[src/rtl/alu_nibble_sequencer.sv]
// Sequences 8-bit add/subtract/logic operations through an external 4-bit ALU.
// Each operation runs as a low-nibble pass, then a high-nibble pass, with the carry held in a register between them.
module alu_nibble_sequencer #(
    parameter logic [4:0] SEL_ADD        = 5'b00000,
    parameter logic [4:0] SEL_SUB        = 5'b00001,
    parameter logic [4:0] SEL_LOGIC_BASE = 5'b10000
) (
    input  logic        clk,
    input  logic        rst,
    input  logic        start_valid,
    output logic        start_ready,
    input  logic [7:0]  op_a,
    input  logic [7:0]  op_b,
    input  logic [2:0]  op,
    input  logic        cin,
    output logic [3:0]  alu_a,
    output logic [3:0]  alu_b,
    output logic        alu_carry,
    output logic [4:0]  alu_s,
    input  logic [3:0]  alu_y,
    input  logic        alu_cout,
    output logic        res_valid,
    input  logic        res_ready,
    output logic [7:0]  result,
    output logic        res_cout,
    output logic        res_zero,
    output logic        res_ovf,
    output logic [15:0] op_count
);

    typedef enum logic [1:0] {
        ST_IDLE = 2'd0,
        ST_LO   = 2'd1,
        ST_HI   = 2'd2,
        ST_DONE = 2'd3
    } state_t;

    state_t      state_r;
    state_t      state_next_s;
    logic [7:0]  a_r;
    logic [7:0]  b_r;
    logic [2:0]  op_r;
    logic        cin_r;
    logic        carry_r;
    logic        is_logic_s;
    logic        is_sub_s;
    logic        use_cin_s;
    logic [4:0]  sel_s;
    logic        ovf_s;

    // Opcode decode: op[2] selects logic, op[1] subtract, op[0] uses the supplied carry.
    always_comb begin
        is_logic_s = op_r[2];
        is_sub_s   = ~op_r[2] & op_r[1];
        use_cin_s  = ~op_r[2] & op_r[0];
        if (is_logic_s) begin
            sel_s = {SEL_LOGIC_BASE[4], op_r[1:0], SEL_LOGIC_BASE[1:0]};
        end else if (is_sub_s) begin
            sel_s = SEL_SUB;
        end else begin
            sel_s = SEL_ADD;
        end
    end

    // State register.
    always_ff @(posedge clk or posedge rst) begin
        if (rst) begin
            state_r <= ST_IDLE;
        end else begin
            state_r <= state_next_s;
        end
    end

    // Next-state decode and handshake outputs.
    always_comb begin
        state_next_s = state_r;
        start_ready  = 1'b0;
        res_valid    = 1'b0;
        case (state_r)
            ST_IDLE: begin
                start_ready = 1'b1;
                if (start_valid) begin
                    state_next_s = ST_LO;
                end else begin
                    state_next_s = ST_IDLE;
                end
            end
            ST_LO: begin
                state_next_s = ST_HI;
            end
            ST_HI: begin
                state_next_s = ST_DONE;
            end
            ST_DONE: begin
                res_valid = 1'b1;
                if (res_ready) begin
                    state_next_s = ST_IDLE;
                end else begin
                    state_next_s = ST_DONE;
                end
            end
            default: begin
                state_next_s = ST_IDLE;
            end
        endcase
    end

    // ALU drive; held at zero whenever no pass is in flight.
    always_comb begin
        alu_a     = 4'h0;
        alu_b     = 4'h0;
        alu_carry = 1'b0;
        alu_s     = 5'b00000;
        case (state_r)
            ST_LO: begin
                alu_a = a_r[3:0];
                alu_b = b_r[3:0];
                alu_s = sel_s;
                if (is_logic_s) begin
                    alu_carry = 1'b0;
                end else if (use_cin_s) begin
                    alu_carry = cin_r;
                end else begin
                    alu_carry = is_sub_s;
                end
            end
            ST_HI: begin
                alu_a = a_r[7:4];
                alu_b = b_r[7:4];
                alu_s = sel_s;
                if (is_logic_s) begin
                    alu_carry = 1'b0;
                end else begin
                    alu_carry = carry_r;
                end
            end
            default: begin
                alu_a     = 4'h0;
                alu_b     = 4'h0;
                alu_carry = 1'b0;
                alu_s     = 5'b00000;
            end
        endcase
    end

    // Signed overflow from operand sign bits and the high-nibble result sign.
    always_comb begin
        if (is_logic_s) begin
            ovf_s = 1'b0;
        end else if (is_sub_s) begin
            ovf_s = (a_r[7] != b_r[7]) && (alu_y[3] != a_r[7]);
        end else begin
            ovf_s = (a_r[7] == b_r[7]) && (alu_y[3] != a_r[7]);
        end
    end

    // Request capture.
    always_ff @(posedge clk or posedge rst) begin
        if (rst) begin
            a_r   <= 8'h00;
            b_r   <= 8'h00;
            op_r  <= 3'd0;
            cin_r <= 1'b0;
        end else if ((state_r == ST_IDLE) && start_valid) begin
            a_r   <= op_a;
            b_r   <= op_b;
            op_r  <= op;
            cin_r <= cin;
        end else begin
            a_r   <= a_r;
            b_r   <= b_r;
            op_r  <= op_r;
            cin_r <= cin_r;
        end
    end

    // Result and flag capture across the two passes.
    always_ff @(posedge clk or posedge rst) begin
        if (rst) begin
            result   <= 8'h00;
            carry_r  <= 1'b0;
            res_cout <= 1'b0;
            res_zero <= 1'b0;
            res_ovf  <= 1'b0;
        end else if (state_r == ST_LO) begin
            result[3:0] <= alu_y;
            carry_r     <= alu_cout;
        end else if (state_r == ST_HI) begin
            result[7:4] <= alu_y;
            res_cout    <= is_logic_s ? 1'b0 : alu_cout;
            res_zero    <= ({alu_y, result[3:0]} == 8'h00);
            res_ovf     <= ovf_s;
        end else begin
            result   <= result;
            carry_r  <= carry_r;
            res_cout <= res_cout;
            res_zero <= res_zero;
            res_ovf  <= res_ovf;
        end
    end

    // Completed-operation counter, stepped on each result handshake.
    always_ff @(posedge clk or posedge rst) begin
        if (rst) begin
            op_count <= 16'h0000;
        end else if ((state_r == ST_DONE) && res_ready) begin
            op_count <= op_count + 16'h0001;
        end else begin
            op_count <= op_count;
        end
    end

endmodule

[config.mk]
export PLATFORM = sky130hd
export DESIGN_NAME = alu_nibble_sequencer
export DESIGN_NICKNAME = d
export VERILOG_FILES = /design/src/rtl/alu_nibble_sequencer.sv
export SDC_FILE = /design/constraint.sdc
export NUM_CORES = 1
export LEC_CHECK = 0
export CAP_MARGIN = 25
export CORE_ASPECT_RATIO = 0.8
export CORE_MARGIN = 2
export CORE_UTILIZATION = 45
export CTS_BUF_LIST = sky130_fd_sc_hd__clkbuf_4
export DETAILED_ROUTE_END_ITERATION = 8
export PLACE_DENSITY = 0.78
export SLEW_MARGIN = 15
export SYNTH_ARGS = -nofsm -noshare
export SYNTH_HDL_FRONTEND = slang
export SYNTH_SLANG_ARGS = --single-unit
[constraint.sdc]
create_clock -name clk -period 2 [get_ports clk]
set_input_delay 0.5 -clock clk [delete_from_list [all_inputs] [get_ports clk]]
set_output_delay 0.5 -clock clk [all_outputs]
set_load 0.03 [all_outputs]
---- Yosys cells after proc, flatten, opt, wreduce, memory -nomap -nowiden ----
Cells that the tools add are included.
storage, ports and cells
  flip-flop bits (word level) ............. 50
  bits in latches ......................... 0
  RAM bits ................................ 0
  bits in read-only memories .............. 0
  output and inout port bits .............. 43
  logic and storage cells ................. 48
  memories kept ........................... 0
operators by class
  $add $sub $neg .......................... 1
  multipliers ............................. 0
  div/mod/pow operators ................... 0
  magnitude comparators ................... 0
  equal/unequal tests ..................... 6
  shift operators ......................... 0
  multiplexer cells ....................... 17
  bitwise gates (word level) .............. 4
  reduce and logical (&&, ||, !) cells .... 8
operators by type and width
  kind                     count
  $add A16 B1 Y16 const B  1
  $pmux W4 S2              2
  $mux W1                  10
  $mux W5                  2
  $logic_not A8 Y1         1
  $pmux W2 S4              1
  $eq A2 B2 Y1 const B     2
  $logic_and A1 B1 Y1      4
  $and A1 B1 Y1            2
  $eq A2 B1 Y1 const B     1
  $logic_not A2 Y1         1
  $mux W2                  1
  $ne A1 B1 Y1             2
  $not A1 Y1               2
  $pmux W1 S2              1
  $reduce_and A2 Y1        1
  $reduce_or A2 Y1         1
  $eq A1 B1 Y1             1

---- Logic depth before layout (Yosys ltp) ----
Gate-level depths: netlist of run 1.
  depth after elaboration ................. 5
  gate-level depth with buffers ........... 6

---- Worst setup path before layout of run 1 ----
Ideal clock, no wire load.
  kind .................................... reg-to-output
  from .................................... register state_r[0]
  to ...................................... output alu_carry
  data arrival time ....................... 1.981 ns
  required time ........................... 1.500 ns
  path slack .............................. -0.481 ns
  cell stages (with the launch flop) ...... 7
  path buffers ............................ 2
  cell sequence ........................... dfrtp_1 inv_1 ha_1 clkbuf_1 buf_2 a22oi_1 nor3b_1
between the ends
  longest elaborated chain between the ends .. 2
  elaborated cells on any way between the ends .. 3
  classes of those cells .................. 2 x eq/ne; 1 x mux
RTL lines
  item                                                 RTL line  text
  start, declared                                      38        state_t state_r;
  start signal, assigned                               70        state_r <= state_next_s;
  $eq A2 B2 Y1 / $eq A2 B1 Y1 (equally long branches)  114       case (state_r)
  $pmux W1 S2 (*)                                      114
  end, declared                                        18        output logic alu_carry,
Mark *: on every way between the ends. The rest lies on a longest branch, timed or not.

---- Worst setup path in the final report of run 1 ----
  from .................................... register state_r[0]
  to ...................................... output alu_a[0]
between the ends
  longest elaborated chain between the ends .. 2
  elaborated cells on any way between the ends .. 3
  classes of those cells .................. 2 x eq/ne; 1 x mux
RTL lines
  item                                                 RTL line  text
  $eq A2 B2 Y1 / $eq A2 B1 Y1 (equally long branches)  114
  $pmux W4 S2 (*)                                      114
  end, declared                                        16        output logic [3:0] alu_a,
Marks and branches as above.

==> flow_summary_export.csv, run 1 <==
group,metric,value,unit
logic_synthesis,synth-edff-count,0,
critical_path,r2r_start,"state_r[0]",
logic_synthesis,synth.cell_area,2300,µm²
place,gp_congestion,0.759,
logic_synthesis,ys_top_cells_by_area,"dfrtp_1 (54%), mux2_2 (15%), ha_1 (3.3%), xnor2_1 (3.1%), xor2_1 (3.1%)",
clocking,cts_num_sinks,50,
sta,holdWs,0.476,ns
grt,grt_start_max_net_pins,51,
critical_path,cp.arrival,1.64,ns
critical_path,worstPathMaxFanout,6,
drt,vias,1694,
power_and_ir_drop,power_density,1570,nW/µm²
sta,setup_ws,-0.136,ns
floorplan,ios,72,
drt,wire_per_inst,14.7,µm
sta,rsz0062_at_grt,"yes",
drt,met3_length,196,µm
power_and_ir_drop,clkPwrFrac,10.6,%
logic_synthesis,syn-num-nets,220,
critical_path,cp-start-kind,"flop",
critical_path,ff2ff_setup_slack,0.26,ns
floorplan,core,4980,µm²
drt,drtAntennaViolNets,0,
cells_and_area,fin_area,3430,µm²
critical_path,setup.worst_path.class,"flop to output pin",
place,dpl_worst_slack,0.0522,ns
grt,grt.overflow.total,0,
grt,antenna_found_initial,0,
cells_and_area,final_util,68.9,%
sta,final_max_slew_viol_count,0,
critical_path,reg2reg_depth,7,
power_and_ir_drop,p_switching,2.12,mW
floorplan,rows,23,
floorplan,fp.dieH,67.9,µm
power_and_ir_drop,combPwrFrac,57.8,%
clocking,hold_buffers,0,
logic_synthesis,yosys_most_used_dff,"dfrtp_1",
clocking,clockRootBuffer,"clkbuf_4",
place,dpl_cell_area,3130,µm²
place,place_hpwl,3380,µm
logic_synthesis,synthDistinctLibCells,31,
logic_synthesis,synth_top_area_cell,"dfrtp_1",
clocking,clk_pin_slew,0.14,ns
cells_and_area,fillers,385,
clocking,cts_tree,"done",
power_and_ir_drop,p_leak,1.67,nW
power_and_ir_drop,power_frac_seq,31.7,%
power_and_ir_drop,ir_drop,0.937,mV
sta,finalWorstPathRequiredPeriod,2.14,ns
floorplan,die_x,83.9,µm
floorplan,die_area,5700,µm²
cells_and_area,drive_gt1_share,35.5,%
critical_path,worstReg2RegEnd,"op_count[15]",
logic_synthesis,synth_top_cells_by_count,"dfrtp_1 (50), mux2_2 (31), nor2b_1 (10)",
drt,drtIter0Drc,101,
outcome,status,"complete, but fails checks",
drt,drtPass1Iterations,4,
drt,dr_wl_met2,2330,µm
clocking,clk_latency,0.37,ns
sta,final-setup-viol-count,13,
clocking,clk_path_buf_depth,2,
logic_synthesis,yosys_register_bits,50,
logic_synthesis,ys_seq_area_share,54.5,%
power_and_ir_drop,swShare,39.4,%
grt,grt_pass1_wl,8000,µm
drt,via_per_inst,5.01,
cells_and_area,antenna_cells,0,
critical_path,worstSetupEndpointType,"output pin",
logic_synthesis,syn_inst,185,
cells_and_area,syn2layout_area_growth,49.2,%
floorplan,start_util,46.1,%
drt,drcViolationCount,0,
drt,drt_wl_total,4950,µm
sta,finalCritPeriodShare,107,%
grt,grt_pass1_vias,1673,
sta,fmax,468,MHz
logic_synthesis,syn_avg_cell_area,12.4,µm²
drt,maxUsedRoutingLayer,"met4",
power_and_ir_drop,intPower,3.25,mW
logic_synthesis,synth_most_common_cell,"dfrtp_1",
grt,grt.total_usage,17.8,%
logic_synthesis,async_flop_share,100,%
run,maxCapViolations,0,
critical_path,crit_required,1.50,ns
sta,finClkSkew,0.0166,ns
logic_synthesis,synth_top_area_share,54.5,%
sta,hold_viol_final,0,
outcome,violations,"negative setup slack",
clocking,htreeDepth,2,
drt,m1WireLength,2360,µm
cells_and_area,nNetsFinal,311,
clocking,cts_buffers,5,
place,portBuffers,70,
logic_synthesis,yosysWarnings,0,
min_path,worstHoldPathType,"input pin to asynchronous set/reset pin",
[metal layers]
metal	GRT usage, %	vias up
li1	-	818
met1	24.2	828
met2	28.9	43
met3	3.74	5
met4	6.25	0
met5	0	-
[worst max-delay path, stage by stage, from the launching register on]
cell and delay [ns]:
dfrtp_2 0.48, inv_4 0.10, ha_4 0.19, buf_6 0.14, a22oi_2 0.05, nor2b_1 0.14, buf_4 0.18
[power by group through the flow]
stage / clock network, mW / registers (mW) / logic, mW
after global routing: 0.621 / 1.77 / 3.29
after global placement: 0 / 1.67 / 2.55
after detailed placement: 0 / 1.68 / 2.59
after CTS: 0.582 / 1.69 / 2.98
after floorplan: 0 / 1.91 / 1.42
final: 0.567 / 1.70 / 3.10
[stage by stage]
stage / std cells / power [mW] / TNS [ns]
detailed placement: 320 / 4.27 / 0
floorplan: 185 / 3.33 / -0.0553
CTS: 334 / 5.25 / -1.40
global placement: 320 / 4.22 / 0
finish: 338 / 5.37 / -1.28
global route: 338 / 5.67 / -2.36
[cells in the final DEF, fill, tap and decap left out, drive strengths merged]
| cell type | n |
|---|---|
| and3b | 1 |
| ha | 6 |
| nor4 | 4 |
| inv | 8 |
| nor3b | 1 |
| nor3 | 2 |
| conb | 1 |
| nand3 | 9 |
| and3 | 4 |
| dfrtp | 50 |
| clkinv | 1 |
| mux2i | 2 |
| buf | 35 |
| dlygate4sd2 | 8 |
| bufinv | 1 |
| nor2b | 10 |
| xor2 | 8 |
| clkbuf | 6 |
| xnor2 | 8 |
| o21ai | 2 |
| clkdlybuf4s50 | 39 |
| dlymetal6s2s | 8 |
| nand4 | 2 |
| and2 | 1 |
| o22ai | 1 |
| nand2 | 8 |
| a21oi | 2 |
| nand2b | 1 |
| nor2 | 7 |
| mux2 | 31 |
| a22oi | 9 |
[final cells by class]
| class | instances | area (µm²) | share of cell area (%) |
|---|---|---|---|
| inverters | 8 | 35.0 | 1.02 |
| clock buffers | 5 | 37.5 | 1.09 |
| repair buffers | 91 | 908 | 26.5 |
| flip-flops and latches | 50 | 1250 | 36.6 |
| well taps | 62 | 77.6 | 2.26 |
| multi-input cells | 120 | 1080 | 31.6 |
| clock inverters | 2 | 33.8 | 0.985 |
[repair_timing]
| action | in CTS | in global routing |
|---|---|---|
| pin swaps | 4 | 5 |
| endpoints found under the setup margin | 23 | 23 |
| setup buffers | 7 | 4 |
| gates resized for setup | 44 | 15 |
[how the worst max path moves through the flow]
| stage | cells past startpoint | slack [ns] | endpoint | from |
|---|---|---|---|---|
| final | 6 | -0.14 | alu_a[0] | state_r[0] |
| after global routing | 6 | -0.21 | alu_a[0] | state_r[0] |
| after CTS | 5 | -0.14 | alu_s[2] | state_r[0] |
| after detailed placement | 5 | 0.05 | op_count[15] | res_ready |
| after global placement | 5 | 0.06 | op_count[15] | res_ready |
| after floorplan | 5 | -0.06 | alu_carry | state_r[1] |
[state kept, by name, summed over array words and instances, names as in the netlist]
register and count:
op_count 16, op_r 3, a_r 8, carry_r 1, cin_r 1, res_ovf 1
b_r 8, result 8, state_r 2, res_cout 1, res_zero 1
[logic make-up (layout without fill, tap and decap cells)]
kind of cell / Yosys count / after routing / synth area share [%]
AO/OA/AOI/OAI: 14 / 14 / 4.08
XOR/XNOR: 16 / 16 / 6.10
adder cells (fa/ha/maj): 6 / 6 / 3.27
buffers and inverters: 15 / 106 / 2.78
flip-flops: 50 / 50 / 54.5
multiplexers: 33 / 33 / 16.1
other: 1 / 1 / 0.163
AND/OR/NAND/NOR: 50 / 50 / 13.1
Power figures use the tool's default switching activity.
==> inputs of run 2 (changes only) <==
--- a/config.mk
+++ b/config.mk
@@ -5,9 +5,10 @@
 export SDC_FILE = /design/constraint.sdc
 export NUM_CORES = 1
 export LEC_CHECK = 0
+export ABC_CLOCK_PERIOD_IN_PS = 2000
 export CAP_MARGIN = 25
 export CORE_ASPECT_RATIO = 0.8
-export CORE_MARGIN = 2
+export CORE_MARGIN = 4
 export CORE_UTILIZATION = 45
 export CTS_BUF_LIST = sky130_fd_sc_hd__clkbuf_4
 export DETAILED_ROUTE_END_ITERATION = 8
==> run 2 against run 1 <==
  * The run still ends with negative setup slack left
  * Worst hold slack improved by 0.0080 ns
  * Clock-buffer cell count unchanged
  * Sequential share of layout area increased by 0.19 points
  * Global-route usage decreased by 0.62 points
  * Final area decreased by 0.62%
  * Sequential power about the same
  * Critical endpoint is now alu_b[0]
  * Largest cell class unchanged
==> flow_summary_export.csv, run 2 (synthesis gave the netlist of run 1 again) <==
group,metric,value,unit
cells_and_area,top_register,"op_count",
sta,final_max_slew_viol_count,0,
floorplan,rows,22,
critical_path,cp-start-kind,"flop",
clocking,clk_path_buf_depth,2,
critical_path,path_delay_family,"flip-flops",
floorplan,fp.dieH,71.9,µm
drt,vias,1650,
grt,grt.total_usage,17.2,%
floorplan,ios,72,
clocking,cts_buffers,5,
grt,grt_pass1_vias,1785,
cells_and_area,largest_reg_flops,16,
cells_and_area,final_common_cell,"dfrtp_1",
clocking,cts_tree,"done",
place,portBuffers,70,
clocking,htreeDepth,2,
drt,drtAntennaViolNets,0,
critical_path,worstPathMaxFanout,7,
critical_path,crit_buf_inv,3,
drt,met3_length,322,µm
sta,rsz0062_at_grt,"yes",
grt,grt.overflow.total,0,
cells_and_area,drive_gt1_share,35.4,%
power_and_ir_drop,power_density,1510,nW/µm²
grt,antenna_found_initial,0,
run,maxCapViolations,0,
sta,hold_viol_final,0,
grt,grt_pass1_wl,8560,µm
sta,final-setup-viol-count,12,
grt,grt_start_max_net_pins,51,
cells_and_area,antenna_cells,0,
drt,drtPass1Iterations,2,
sta,finClkSkew,0.00932,ns
critical_path,cp.arrival,1.62,ns
outcome,status,"complete, but fails checks",
drt,m1WireLength,2270,µm
place,gp_congestion,0.716,
critical_path,worstSetupEndpointType,"output pin",
place,dpl_cell_area,3150,µm²
drt,drcViolationCount,0,
place,place_hpwl,3620,µm
sta,finalWorstPathRequiredPeriod,2.12,ns
sta,fmax,472,MHz
critical_path,setup.worst_path.class,"flop to output pin",
drt,wire_per_inst,15.2,µm
critical_path,path_common_cell,"buf_6",
critical_path,critical_path.cell_chain,"buf_6 -> ha_4 -> buf_12 -> a22oi_2 -> nor2b_2 -> buf_6",
sta,setup_ws,-0.121,ns
floorplan,die_area,6320,µm²
cells_and_area,nNetsFinal,308,
outcome,violations,"negative setup slack",
floorplan,core,4760,µm²
floorplan,die_x,87.9,µm
power_and_ir_drop,p_leak,1.68,nW
drt,via_per_inst,4.94,
critical_path,slowest_stage,"dfrtp_1",
clocking,clockRootBuffer,"clkbuf_4",
critical_path,critPathMaxStageDelay,0.44,ns
floorplan,start_util,48.2,%
drt,dr_wl_met2,2440,µm
drt,drt_wl_total,5070,µm
drt,maxUsedRoutingLayer,"met4",
cells_and_area,mostFrequentLayoutCells,"dfrtp_1 (49), clkdlybuf4s50_1 (34), mux2_2 (31), buf_4 (16)",
power_and_ir_drop,ir_drop,1.08,mV
cells_and_area,syn2layout_area_growth,48.3,%
clocking,clk_latency,0.36,ns
cells_and_area,fin_area,3410,µm²
clocking,cts_num_sinks,50,
cells_and_area,layoutNonFillerInstCount,334,
cells_and_area,fillers,351,
sta,finalCritPeriodShare,106,%
clocking,clk_pin_slew,0.14,ns
drt,drtIter0Drc,50,
place,placedCellCount,318,
critical_path,crit_required,1.50,ns
min_path,worstHoldPathType,"input pin to asynchronous set/reset pin",
==> run 2: cell count changes in the layout (fill, tap and decap cells not counted), sizes merged <==
cell           before  now
buf                35   32
bufinv              1    0
clkdlybuf4s50      39   34
clkinv              1    2
clkinvlp            0    1
dlygate4sd2         8   10
dlymetal6s2s        8   11
==> run 2: final timing paths <==
check | start | end | slack, ns | cells past startpoint
min in group clk | op_count[15] | op_count[15] | 0.49 | 1
worst min-delay path | rst | op_count[13] | 0.48 | 3
worst min register to register | op_count[15] | op_count[15] | 0.49 | 1
max in group asynchronous | rst | state_r[0] | 1.27 | 3
worst max-delay path | state_r[1] | alu_b[0] | -0.12 | 6
worst max register to register | state_r[0] | op_count[15] | 0.22 | 7
==> run 2: tightest hold or removal path, cell delays in order <==
cell and delay (ns):
clkdlybuf4s50_1 0.42, inv_2 0.07, buf_12 0.26
==> run 2: final cells by class <==
| type | count | area [µm²] | share of cell area (%) |
|---|---|---|---|
| Clock inverter | 3 | 16.3 | 0.477 |
| Multi-Input combinational cell | 120 | 1090 | 32.1 |
| Clock buffer | 5 | 37.5 | 1.10 |
| Timing Repair Buffer | 88 | 900 | 26.4 |
| Sequential cell | 50 | 1250 | 36.8 |
| Tap cell | 60 | 75.1 | 2.20 |
| Inverter | 8 | 32.5 | 0.955 |
==> run 2: per-layer routing <==
| layer | vias up | global-route usage (%) |
|---|---|---|
| met1 | 792 | 23.1 |
| met2 | 44 | 27.7 |
| met3 | 5 | 5.56 |
| met4 | 0 | 3.07 |
| li1 | 809 | - |
| met5 | - | 0 |
==> run 2: per-stage QoR <==
step                      power, mW  hold slack, ns  utilization, %  worst slack [ns]  TNS [ns]
after global routing           5.49           0.487            71.5            -0.211     -2.23
after global placement         4.29           0.463            66.2            0.0691         0
after floorplan                3.33           0.479               -           -0.0553   -0.0553
after CTS                      5.09           0.482            70.0            -0.147     -1.02
after detailed placement       4.34           0.486            66.2          -0.00376  -0.00376
final                          5.15           0.484            71.5            -0.121    -0.880
==> run 2: repair_timing <==
action / in CTS / in global routing
pin swaps: 6 / 6
setup buffers: 3 / 5
gates resized for setup: 45 / 17
setup endpoints to repair: 25 / 25
hold buffers: 0 / 0
==> run 2: report_power, final <==
group	internal (mW)	switching, mW	total (mW)
registers	1.39	0.313	1.71
clock network	0.131	0.313	0.444
logic	1.53	1.47	3.00
total	3.05	2.10	5.15
